## config.mk

```make
export PLATFORM = sky130hd
export DESIGN_NAME = muldiv_unit
export DESIGN_NICKNAME = d
export VERILOG_FILES = /design/src/rtl/muldiv_unit.sv
export SDC_FILE = /design/constraint.sdc
export NUM_CORES = 1
export LEC_CHECK = 0
export BUFFER_PORTS_ARGS = -buffer_cell sky130_fd_sc_hd__buf_4
export CAP_MARGIN = 0
export CORE_ASPECT_RATIO = 0.75
export CORE_MARGIN = 5
export CORE_UTILIZATION = 59
export CTS_CLUSTER_SIZE = 16
export DETAILED_ROUTE_END_ITERATION = 6
export PLACE_DENSITY_LB_ADDON = 0.3
export SYNTH_ARGS = -nofsm -noshare
export SYNTH_HDL_FRONTEND = slang
export SYNTH_SLANG_ARGS = --single-unit
```

## constraint.sdc

```tcl
create_clock -name clk -period 8.9 [get_ports clk]
set_clock_uncertainty 0.2 [all_clocks]
set_input_delay 0.89 -clock clk [delete_from_list [all_inputs] [get_ports clk]]
set_output_delay 0.89 -clock clk [all_outputs]
set_load 0.03 [all_outputs]
```

## src/rtl/muldiv_unit.sv

```systemverilog
// Iterative 32x32 multiply (64-bit product) and 32/32 divide (quotient + remainder) feeding HI/LO.
// Latency: exactly 32 cycles from the accepting edge to HI/LO valid, for every op and operand value.
// Backpressure: busy=1 for the whole run; start is only accepted while idle, with no queueing.
module muldiv_unit (
  input  logic        clk,
  input  logic        rst,
  input  logic        start,
  input  logic [1:0]  op,
  input  logic [31:0] a,
  input  logic [31:0] b,
  input  logic        mthi,
  input  logic        mtlo,
  output logic        busy,
  output logic        done,
  output logic        div_zero,
  output logic [31:0] hi,
  output logic [31:0] lo
);

  typedef enum logic {
    S_IDLE = 1'b0,
    S_RUN  = 1'b1
  } state_t;

  state_t      state;
  state_t      state_nx;
  logic        accept;
  logic        finish;

  // Operation context captured at the accepting edge
  logic [4:0]  cnt;
  logic        is_div;
  logic        neg_q;       // negate product (mult) or quotient (div)
  logic        neg_r;       // negate remainder: dividend was negative
  logic        dz;          // current division has a zero divisor
  logic [31:0] opb;         // |b|: multiplicand for mult, divisor for div
  logic [63:0] acc;         // product accumulator, or remainder:quotient

  // Operand magnitudes: only the signed ops (op[0]=0) strip the sign
  logic        is_signed;
  logic        a_neg;
  logic        b_neg;
  logic [31:0] a_mag;
  logic [31:0] b_mag;

  // One-iteration datapath
  logic [32:0] mul_sum;
  logic [63:0] mul_nx;
  logic        div_ge;
  logic [31:0] div_sub;
  logic [63:0] div_nx;
  logic [63:0] acc_nx;

  // Sign-corrected result, built from the final iteration's output
  logic [63:0] prod_fix;
  logic [31:0] quo_fix;
  logic [31:0] rem_fix;
  logic [31:0] res_hi;
  logic [31:0] res_lo;

  // Next-state decode: accept a start when idle, leave RUN after iteration 31
  always_comb begin
    state_nx = state;
    accept   = 1'b0;
    finish   = 1'b0;
    case (state)
      S_IDLE: begin
        if (start) begin
          accept   = 1'b1;
          state_nx = S_RUN;
        end
      end
      S_RUN: begin
        if (cnt == 5'd31) begin
          finish   = 1'b1;
          state_nx = S_IDLE;
        end
      end
      default: state_nx = S_IDLE;
    endcase
  end

  // State register
  always_ff @(posedge clk) begin
    if (rst) begin
      state <= S_IDLE;
    end else begin
      state <= state_nx;
    end
  end

  // Operand magnitudes and sign flags for the incoming request
  always_comb begin
    is_signed = ~op[0];
    a_neg     = is_signed & a[31];
    b_neg     = is_signed & b[31];
    a_mag     = a_neg ? (32'd0 - a) : a;
    b_mag     = b_neg ? (32'd0 - b) : b;
  end

  // One shift-add (mult) or restoring shift-subtract (div) step
  always_comb begin
    // Multiply: multiplier sits in the low half and is consumed LSB first
    mul_sum = {1'b0, acc[63:32]} + {1'b0, opb};
    mul_nx  = acc[0] ? {mul_sum, acc[31:1]} : {1'b0, acc[63:1]};
    // Divide: the 33-bit shifted remainder is compared against the divisor;
    // the difference always fits in 32 bits when the subtract is taken
    div_ge  = (acc[63:31] >= {1'b0, opb});
    div_sub = acc[62:31] - opb;
    div_nx  = div_ge ? {div_sub, acc[30:0], 1'b1} : {acc[62:0], 1'b0};
    acc_nx  = is_div ? div_nx : mul_nx;
  end

  // Sign correction and HI/LO mapping of the completed result
  always_comb begin
    prod_fix = neg_q ? (64'd0 - acc_nx) : acc_nx;
    // A zero divisor yields an all-ones quotient regardless of sign; the
    // remainder is then |a| re-signed, which reproduces the original a
    quo_fix  = dz ? 32'hFFFF_FFFF
                  : (neg_q ? (32'd0 - acc_nx[31:0]) : acc_nx[31:0]);
    rem_fix  = neg_r ? (32'd0 - acc_nx[63:32]) : acc_nx[63:32];
    res_hi   = is_div ? rem_fix : prod_fix[63:32];
    res_lo   = is_div ? quo_fix : prod_fix[31:0];
  end

  // Datapath registers, HI/LO and the registered status outputs
  always_ff @(posedge clk) begin
    if (rst) begin
      cnt      <= 5'd0;
      is_div   <= 1'b0;
      neg_q    <= 1'b0;
      neg_r    <= 1'b0;
      dz       <= 1'b0;
      opb      <= 32'd0;
      acc      <= 64'd0;
      hi       <= 32'd0;
      lo       <= 32'd0;
      busy     <= 1'b0;
      done     <= 1'b0;
      div_zero <= 1'b0;
    end else begin
      busy <= (state_nx == S_RUN);
      done <= finish;
      if (accept) begin
        cnt      <= 5'd0;
        is_div   <= op[1];
        neg_q    <= a_neg ^ b_neg;
        neg_r    <= a_neg;
        dz       <= op[1] & (b == 32'd0);
        opb      <= b_mag;
        acc      <= {32'd0, a_mag};
        div_zero <= 1'b0;
      end else if (state == S_RUN) begin
        cnt <= cnt + 5'd1;
        acc <= acc_nx;
        if (finish) begin
          hi       <= res_hi;
          lo       <= res_lo;
          div_zero <= dz;
        end
      end else begin
        // Idle with no start: register moves from a
        if (mthi) begin
          hi <= a;
        end
        if (mtlo) begin
          lo <= a;
        end
      end
    end
  end

endmodule
```

## After elaboration in Yosys (flattened, before gate mapping)

Index checks and enable logic that the tools add are counted.

| operators by class | value |
|---|---|
| $add $sub $neg | 8 |
| magnitude comparators | 1 |
| equality and inequality tests | 2 |
| mux-type cells | 25 |
| bitwise gates (word level) | 7 |
| reduce and logical (&&, ||, !) cells | 8 |

Operator list:

| operator | count |
|---|---|
| $mux 32 | 15 |
| $mux 64 | 4 |
| $sub 1x32->32 const A | 4 |
| $sub 1x64->64 const A | 1 |
| $add 32x32->33 | 1 |
| $ge 33x32->1 | 1 |
| $logic_not 32->1 | 1 |
| $sub 32x32->32 | 1 |
| $reduce_and 3->1 | 2 |
| $reduce_bool 2->1 | 3 |
| $add 5x1->5 const B | 1 |
| $eq 5x5->1 const B | 1 |
| $mux 1 | 5 |
| $and 1x1->1 | 3 |
| $not 1->1 | 3 |
| $ne 2x1->1 const B | 1 |
| $pmux 1 s2 | 1 |
| $reduce_and 2->1 | 1 |
| $reduce_or 2->1 | 1 |
| $xor 1x1->1 | 1 |

| storage, ports and cells | value |
|---|---|
| register bits | 172 |
| bits of input ports | 71 |
| output and inout bits | 67 |
| logic and storage cells | 64 |

## Logic depth before layout (Yosys ltp)

Gate-level depths: netlist (run 1).

| depth | value |
|---|---|
| depth after elaboration | 9 |
| gate-level depth with buffers | 21 |

## Worst setup path before layout (run 1)

Ideal clock, no wire load.

| timing | value |
|---|---|
| path type | register -> register |
| from | reg opb[27] |
| to | reg hi[26] |
| library setup time | 60 ps |
| arrival time | 4327 ps |
| data required time | 8640 ps |
| path slack | 4313 ps |
| cell stages (with the launch flop) | 21 |
| path buffers | 4 |
| cell sequence | dfxtp_1 -> inv_1 -> ha_1 -> buf_2 -> nand4_1 -> or4_4 -> or2_1 -> buf_6 -> nand3_2 -> buf_2 -> buf_4 -> mux2i_1 -> a21oi_1 -> inv_1 -> ha_1 -> o311a_1 -> nand4_2 -> nand4bb_1 -> or4_1 -> a31oi_1 -> o221a_1 |

| on the way | value |
|---|---|
| cells in the longest elaborated chain, start to end | 8 |
| elaborated cells between the ends (all ways) | 12 |

RTL lines:

| item | line | text |
|---|---|---|
| start, declared | 36 | `logic [31:0] opb;` |
| start signal, assigned | 150 | `opb <= b_mag;` |
| $add 32x32->33 / $ge 33x32->1 (equally long branches) | 104, 108 |  |
| $mux 64 (on tied branches) | 105, 110 |  |
| $mux 64 * | 111 | `acc_nx = is_div ? div_nx : mul_nx;` |
| $sub 1x64->64 / $sub 1x32->32 (equally long branches) | 116, 121 |  |
| $mux 64 / $mux 32 (equally long branches) | 116, 121 |  |
| $mux 32 * | 122 | `res_hi = is_div ? rem_fix : prod_fix[63:32];` |
| $mux 32 * | 156 | `if (finish) begin` |
| $mux 32 * | 153 | `end else if (state == S_RUN) begin` |
| end signal, assigned | 157 | `hi <= res_hi;` |
| end, declared | 16 | `output logic [31:0] hi,` |

Every way passes the cells marked *; elsewhere a longest branch is shown, timed or not. The select of a mux whose other input is x is not followed.
A chain may end at the register's enable or synchronous reset.

## Worst setup path after layout (run 1)

| timing | value |
|---|---|
| from | reg opb[12] |
| to | reg hi[14] |

| on the way | value |
|---|---|
| cells in the longest elaborated chain, start to end | 8 |
| elaborated cells between the ends (all ways) | 13 |

RTL lines:

| item | line | text |
|---|---|---|
| $add 32x32->33 (tied with other cells) | 104 | `mul_sum = {1'b0, acc[63:32]} + {1'b0, opb};` |
| $mux 64 (on tied branches) | 105, 110 |  |
| $mux 64 * | 111 |  |
| $sub 1x64->64 / $sub 1x32->32 (equally long branches) | 116, 121 |  |
| $mux 64 / $mux 32 (equally long branches) | 116, 121 |  |
| $mux 32 * | 122 |  |
| $mux 32 * | 156 |  |
| $mux 32 * | 153 |  |

Marks and branches as above.

==> results of run 1 <==
[synth_stat cells (7+ instances only)]
| cell | number | area share (%) |
|---|---|---|
| sky130_fd_sc_hd__nor2_1 | 246 | 5.9 |
| sky130_fd_sc_hd__nand2_1 | 216 | 5.2 |
| sky130_fd_sc_hd__a21oi_1 | 199 | 6.4 |
| sky130_fd_sc_hd__dfxtp_1 | 172 | 22 |
| sky130_fd_sc_hd__o21ai_0 | 139 | 4.5 |
| sky130_fd_sc_hd__xnor2_1 | 89 | 5.0 |
| sky130_fd_sc_hd__clkbuf_1 | 85 | 2.0 |
| sky130_fd_sc_hd__inv_1 | 76 | 1.8 |
| sky130_fd_sc_hd__a211oi_1 | 73 | 3.5 |
| sky130_fd_sc_hd__ha_1 | 70 | 5.6 |
| sky130_fd_sc_hd__nor3_1 | 55 | 1.8 |
| sky130_fd_sc_hd__mux2i_1 | 43 | 2.8 |
| sky130_fd_sc_hd__a31oi_1 | 40 | 1.6 |
| sky130_fd_sc_hd__xor2_1 | 39 | 2.2 |
| sky130_fd_sc_hd__nand3_1 | 37 | 1.2 |
| sky130_fd_sc_hd__o31ai_1 | 29 | 1.4 |
| sky130_fd_sc_hd__a311oi_1 | 27 | 1.5 |
| sky130_fd_sc_hd__or3_1 | 24 | 0.96 |
| sky130_fd_sc_hd__a21o_1 | 23 | 1.1 |
| sky130_fd_sc_hd__nand4_1 | 23 | 0.92 |
| sky130_fd_sc_hd__and3_1 | 22 | 0.88 |
| sky130_fd_sc_hd__nand2b_1 | 21 | 0.84 |
| sky130_fd_sc_hd__nor2b_1 | 21 | 0.84 |
| sky130_fd_sc_hd__nor4_1 | 21 | 0.84 |
| sky130_fd_sc_hd__and2_1 | 17 | 0.68 |
| sky130_fd_sc_hd__buf_1 | 17 | 0.41 |
| sky130_fd_sc_hd__o211ai_1 | 17 | 0.82 |
| sky130_fd_sc_hd__buf_2 | 16 | 0.51 |
| sky130_fd_sc_hd__mux2_2 | 16 | 1.2 |
| sky130_fd_sc_hd__o21a_1 | 16 | 0.77 |
| sky130_fd_sc_hd__o41ai_1 | 13 | 0.73 |
| sky130_fd_sc_hd__o22ai_1 | 11 | 0.44 |
| sky130_fd_sc_hd__a221oi_1 | 10 | 0.56 |
| sky130_fd_sc_hd__nor3b_1 | 10 | 0.48 |
| sky130_fd_sc_hd__o31a_1 | 10 | 0.56 |
| sky130_fd_sc_hd__a31o_2 | 9 | 0.51 |
| sky130_fd_sc_hd__a41o_1 | 8 | 0.51 |
| sky130_fd_sc_hd__or2_2 | 8 | 0.32 |
| sky130_fd_sc_hd__o21ai_1 | 7 | 0.22 |
[logic make-up after synthesis]
logic type / count (synthesis) / share of synthesized area [%]
AND/OR/NAND/NOR: 759 / 23.3
buffers and inverters: 206 / 5.41
XOR/XNOR: 128 / 7.19
AO/OA/AOI/OAI: 731 / 32.0
adder cells (fa/ha/maj): 72 / 5.87
flip-flops: 172 / 22.1
multiplexers: 60 / 4.06
[sequential cells by signal, indices dropped and copies added (netlist names)]
signal	cells
div_zero	1
done	1
acc	64
opb	32
busy	1
cnt	5
neg_q	1
is_div	1
dz	1
neg_r	1
lo	32
hi	32
[metal layers]
metal	routed length [µm]	share of wire [%]
met3	10300	16
met4	1750	2.8
met5	13	0.021
met1	26800	43
met2	24100	38
[final cells by class]
cell class | count | area, µm²
clock buffer | 17 | 425
clock inverter | 15 | 154
fill | 2263 | 8690
inverter | 79 | 297
multi-input combinational | 1750 | 11300
sequential | 172 | 3450
tap | 344 | 430
timing repair buffer | 160 | 1200
[power breakdown]
group / internal, µW / total [µW] / switching, µW
registers: 817 / 877 / 60.0
logic: 361 / 1060 / 697
clock network: 373 / 770 / 397
[worst max-delay path: cells and delay by family, from the launching register on]
kind | cells | cell delay [ns]
and+or+nand+nor | 7 | 2.76
DFF | 1 | 0.37
AOI/OAI and AO/OA | 8 | 2.49
adders and majority gates | 2 | 0.59
xor gates and xnor gates | 1 | 0.11
buffers and inverters | 1 | 0.06
[path summary, 6_finish.rpt]
check             slack, ns  endpoint     from  depth (start not counted)
setup / recovery       2.18    hi[14]  opb[12]                         19
hold / removal         0.26    hi[13]   hi[13]                          2
setup reg to reg       2.18    hi[14]  opb[12]                         19
hold reg to reg        0.26    hi[13]   hi[13]                          2
[through the flow]
| step | hold WS, ns | util, % | worst slack, ns | total power (µW) | instance area [µm²] |
|---|---|---|---|---|---|
| 5_1_grt | 0.286 | 66.5 | 1.82 | 2800 | 17300 |
| 3_5_place_dp | 0.258 | 64.3 | 2.54 | 1890 | 16700 |
| 2_1_floorplan | 0.249 | - | 4.31 | 1580 | 15600 |
| 3_3_place_gp | 0.240 | 64.3 | 2.90 | 1890 | 16700 |
| 4_1_cts | 0.267 | 66.5 | 2.48 | 2650 | 17300 |
| 6_report | 0.259 | 66.5 | 2.18 | 2710 | 17300 |
==> results, run 1 <==
- Once the clock tree was built, the setup fixing pass inserted 0 buffers.
- Counting stages on the worst path, the most repeated cell is sky130_fd_sc_hd__nor2_1.
- The most used flip-flop cell after synthesis is sky130_fd_sc_hd__dfxtp_1.
- The H-tree was split into 4 levels.
- The largest vdd supply drop is 0.143 mV.
- TritonCTS created 17 clock buffers.
- The met3 track demand over resource is 15.6%.
- Summed over all nets, the half-perimeter wirelength after detailed placement is 47400 µm.
- In the layout the commonest cells are sky130_fd_sc_hd__nor2_1, sky130_fd_sc_hd__nand2_1, sky130_fd_sc_hd__a21oi_1, sky130_fd_sc_hd__dfxtp_1, sky130_fd_sc_hd__buf_4.
- The routed wirelength normalized by instance count is 24.8 µm.
- The number of pins exceeding their max-slew limit in the final report was 0.
- The worst path in the final design needs a cycle of 6.72 ns, including I/O delays and setup.
- Setup repair after global routing left no endpoint under its margin.
- The number of gates given a new drive strength after cts is 0.
- The run finished with clean final reports.
- The height of the chip is 151 µm.
- The repair_antennas step left the layout with diodes totalling 0.
- Setup violations remaining at the end of the flow were counted as 0.
- The number of standard-cell rows in the floorplan is 51.
- The reported leakage power is 0.00676 µW.
- The largest net degree at the start of global routing is 73.
- The first global-routing pass estimated 95200 µm of wire.
- The worst setup path is launched from a flip-flop.
- The power per cell area is 157 nW/µm².
- Max-cap violations in this run came to 0.
- The count of state elements after synthesis is 172.
- Dividing the final minimum period by the clock period gives 75.5%.
- Headroom to the max-slew limit came out at 12.1%.
- The cell count after placement is 2505.
- The first detailed-routing pass took 6 iterations.
- The overall die width is 198 µm.
- After synthesis, the netlist uses 110 different library cells.
- The kind of capture point of the worst setup path is a flip-flop.
- The tree is rooted in a sky130_fd_sc_hd__clkbuf_16.
- The fmax is 149 MHz.
- In this run the standard cell core region covers 26000 µm².
- Averaged over all synthesized cells, the footprint is 7.33 µm².
- The initial core utilization is 60.0%.
- In the routed design, unresolved DRC markers number 0.
- Data on the critical path arrives at its endpoint at 6.83 ns.
- The global-route layer with the greatest usage is met1.
- The number of buffers on the longest clock path is 2.
- Yosys mapped a number of flops with a built-in enable equal to 0.
- Once detail routing completed, the nets flagged for antenna violations numbered 0.
- The number of global-route vias before repair is 16100.
- In the global route stage, met2 resource usage came out at 54.6%.
- Wires add up to 63000 µm.
- For this block, the initial DRC count from the detailed router was 2456.
- Clock-pin slew was measured on the worst setup and hold paths at 0.07 ns.
- For this design, the slowest cell found on the critical path is sky130_fd_sc_hd__nand3_2.
- Counting every sink on the clock net gives 172.
- The synthesis-to-layout area growth is 10.9%.
- For this run the aggregate overflow at the end of global routing stands at 0.
- The count of synthesis-stage warnings from yosys is 0.
- The post-route non-filler standard cell count is 2537.
- For the pin with the worst max-slew slack, the measured transition is 1.30 ns.
- Traced cell by cell, the critical path runs through inv_1, ha_1, a21oi_2, o211ai_1, a21oi_2, or2_1, nand3_2, nor2_1, o21bai_1, ha_1, o21ai_0, nor3_1, nand4_1, o21ai_1, nor2_1, o41ai_1, xnor2_1, a221oi_1, nor2_1.
- In the synthesized netlist the async set-or-reset flop fraction comes to 0%.
- In the routed layout, each cell is associated on average with a via count of 7.07.
- 138 I/O pins were placed.
- The total negative setup slack is 0 ns.
- The synthesized netlist cell count is 2128.
- For this run, the register share of the synthesized area comes to 22.1%.
- In this run the worst hold path is classified as flip-flop to flip-flop.
- On the worst path, the slowest cell contributes a delay of 0.71 ns.
- The global-route met1 utilization is 60.9%.
- The routed layout has 17900 vias.
- The worst setup path is of the flip-flop to flip-flop kind.
- The net count of the finished layout is 2323.
- The congestion estimate from routability-driven global placement came to 1.04.
- The count of final hold-check violations was 0.
- The initial antenna violation count is 1.
- The required time at the worst-slack endpoint is 9.02 ns.
- The most common cell after layout, fill and taps aside is sky130_fd_sc_hd__nor2_1.
- The number of input and output port buffers inserted is 137.
- Of all nets on the critical path, the largest fanout is 28.
- The aggregate global-route resource usage is 40.9%.
- The synthesized netlist net count is 2271.
- The clock insertion delay at the later pin of the skew report is 0.46 ns.
- After clock tree synthesis, the flow added hold-fix buffers numbering 0.
- The die footprint is 29800 µm².
- TritonCTS built the clock tree.
- The area of the mapped netlist is 15600 µm².
- In the final layout, the share of cells above drive strength 1 is 12.9%.
Power figures use the tool's default switching activity.
==> run 2: changes to the inputs <==
- clock period: 8.9 -> 6.6 ns (I/O delays scaled with it)
==> results, run 2 (synthesis gave the netlist of run 1 again) <==
- IR analysis of the VDD net gives a maximum drop of 0.221 mV.
- The H-tree generated during clock tree synthesis spans 4 levels.
- The clock insertion delay at the later pin of the skew report is 0.46 ns.
- The flip-flop count of the largest register after layout is 64.
- The I/O pin count is 138.
- For this design, the CTS-stage hold fixing added 0 buffers.
- In the layout the commonest cells are sky130_fd_sc_hd__nor2_1, sky130_fd_sc_hd__nand2_1, sky130_fd_sc_hd__a21oi_1, sky130_fd_sc_hd__dfxtp_1, sky130_fd_sc_hd__buf_4.
- Setup repair after global routing left no endpoint under its margin.
- The count of buffers added on input and output ports is 137.
- Summing all multi-input logic gate instances after layout gives 11300 µm².
- The most common cell after layout, fill and taps aside is sky130_fd_sc_hd__nor2_1.
- The share of the cycle needed by the critical path after routing is 88.2%.
- Ranked by flip-flop count, first place goes to acc.
- The routed wirelength normalized by instance count is 24.8 µm.
- The final setup violation count is 0.
- The synthesis-to-layout area growth is 11.3%.
- Internal power comes to 2140 µW.
- The post-CTS setup-driven buffer insertion count is 0.
- Adding up every negative setup slack in the final design gives 0 ns.
- Max-cap violations in this run came to 0.
- The initial core utilization is 60.0%.
- The number of buffers created by CTS is 17.
- Wires add up to 63000 µm.
- Global routing finished with a remaining overflow of 0.
- The switching power is 1550 µW.
- The total half-perimeter wirelength after legalization and detailed placement is 47800 µm.
- In this run the power density over the cells is 213 nW/µm².
- The die is 198 µm wide.
- Along the worst hold path, the cell count comes to 2.
- The maximum fanout along the worst path is 10.
- The max-slew headroom at the worst pin is 3.58%.
- The number of buffers on the longest clock path is 2.
- The flow ran to the end, and the final reports show no timing, DRC or antenna violations.
- After floorplanning, the core was sized to cover 26000 µm².
- The number of diodes added for antenna fixing is 0.
- The number of pins exceeding their max-slew limit in the final report is 0.
- The filler cell count in the final layout is 2308.
- The path category of the worst min-delay check is flip-flop to flip-flop.
- Clock-pin slew was measured on the worst setup and hold paths at 0.08 ns.
- The proportion of power drawn by combinational gates is 38.6%.
- The count of nets left with antenna violations after detail routing is 0.
- The element type at the critical path start is a flip-flop.
- The number of global-route vias before repair is 15800.
- The clock share of power is 29.3%.
- The reported leakage power is 0.00680 µW.
- At the pin with the least slew margin, the transition time is 1.43 ns.
- The fmax is 172 MHz.
- The die covers 29800 µm².
- The tree built by TritonCTS fans out to 172 sinks.
- The count of final hold-check violations is 0.
- With fillers left out, the area of the finished cells amounts to 17300 µm².
- The count of routing violations after the opening detailed-route iteration is 2510.
- The worst path arrival time is 5.90 ns.
- The critical path is of the flip-flop to flip-flop type.
- The average via count per standard cell is 6.99.
- The required time at the worst-slack endpoint is 6.68 ns.
- The worst path needs 5.82 ns of the cycle, external delays included.
- Summing over every cut layer, the via total after detailed routing is 17800.
- The congestion estimate from routability-driven global placement came to 1.11.
- The first detailed-routing pass ran for 6 iterations.
- The share of total power dissipated in sequential elements is 32.1%.
- In the final layout, the share of cells above drive strength 1 is 13.1%.
- The switching portion of total power is 41.9%.
- The first-pass GRT wire length is 94900 µm.
- The number of standard-cell rows in the floorplan is 51.
- TritonCTS built the clock tree.
- The initial antenna violation count is 0.
- The worst setup path is captured at a flip-flop.
- Summing all placed instances gives a cell area of 16800 µm².
- Entering global routing, the biggest net connects 73 pins.
- At the end of the flow, the number of nets in the layout was 2330.
- Final hold analysis gives a worst-case slack of 0.267 ns.
- The worst register-to-register path has a depth of 18.
- The aggregate global-route resource usage is 40.8%.
- The final routed DRC violation total is 0.
- The number of gates given a new drive strength after cts is 0.
- The die is 151 µm tall.
- The clock tree root buffer cell is sky130_fd_sc_hd__clkbuf_16.
- The footprint of the flip-flops and latches is 3450 µm².
run 2: cell types whose count changed in the layout (fill, tap and decap cells not counted):
cell	delta
sky130_fd_sc_hd__buf_4	+7
sky130_fd_sc_hd__clkinvlp_4	-1
sky130_fd_sc_hd__clkinv_4	-2
sky130_fd_sc_hd__bufinv_16	+1
sky130_fd_sc_hd__inv_8	+1
sky130_fd_sc_hd__inv_4	+1
sky130_fd_sc_hd__clkbuf_8	+1
sky130_fd_sc_hd__inv_6	+1
sky130_fd_sc_hd__clkinv_8	-2
run 2: layer usage:
metal	up-vias	wire length (µm)	global-route usage [%]
met5	-	0	0
met4	0	1450	9.81
met3	117	10100	16.3
met2	1304	24300	54.0
met1	8345	27300	61.0
li1	8006	-	-
run 2: power groups by stage:
| stage | Combinational, µW | Sequential [µW] | Clock, µW |
|---|---|---|---|
| floorplan | 914 | 1210 | 0 |
| global placement | 1340 | 1200 | 0 |
| detailed placement | 1350 | 1200 | 0 |
| CTS | 1360 | 1180 | 1070 |
| global route | 1510 | 1190 | 1110 |
| finish | 1430 | 1190 | 1080 |
run 2: layout make-up:
cell class	instances	area share, %
Inverter	79	1.71
Clock inverter	14	0.880
Clock buffer	18	2.53
Multi-Input combinational cell	1750	65.3
Sequential cell	172	19.9
Timing Repair Buffer	167	7.23
Tap cell	344	2.48
run 2: path summary, 6_finish.rpt:
check	startpoint	to	slack, ns
worst min register to register	hi[13]	hi[13]	0.27
worst max register to register	opb[12]	hi[12]	0.78
worst max-delay path	opb[12]	hi[12]	0.78
worst min-delay path	hi[13]	hi[13]	0.27
run 2: stage by stage:
step	total power (µW)	instances	setup WS, ns	utilization (%)
2_1_floorplan	2130	2128	2.01	-
3_3_place_gp	2540	2512	1.45	64.5
3_5_place_dp	2560	2512	1.09	64.5
4_1_cts	3610	2544	1.05	66.8
5_1_grt	3810	2544	0.555	66.8
6_report	3690	2544	0.781	66.8
run 2: worst max-delay path: stages (launching register included):
cell and delay [ns]:
sky130_fd_sc_hd__dfxtp_1 0.36, sky130_fd_sc_hd__inv_1 0.05, sky130_fd_sc_hd__ha_1 0.38, sky130_fd_sc_hd__a21oi_2 0.26, sky130_fd_sc_hd__o211ai_1 0.18, sky130_fd_sc_hd__a21oi_2 0.38
sky130_fd_sc_hd__or2_1 0.40, sky130_fd_sc_hd__nand3_2 0.13, sky130_fd_sc_hd__nor2_1 0.31, sky130_fd_sc_hd__o21bai_1 0.20, sky130_fd_sc_hd__ha_1 0.19, sky130_fd_sc_hd__o21ai_0 0.15
sky130_fd_sc_hd__nor3_1 0.39, sky130_fd_sc_hd__nand4_1 0.30, sky130_fd_sc_hd__o21ai_1 0.49, sky130_fd_sc_hd__nand2b_1 0.38, sky130_fd_sc_hd__a21oi_1 0.12, sky130_fd_sc_hd__o21ai_0 0.59
sky130_fd_sc_hd__a311oi_1 0.18
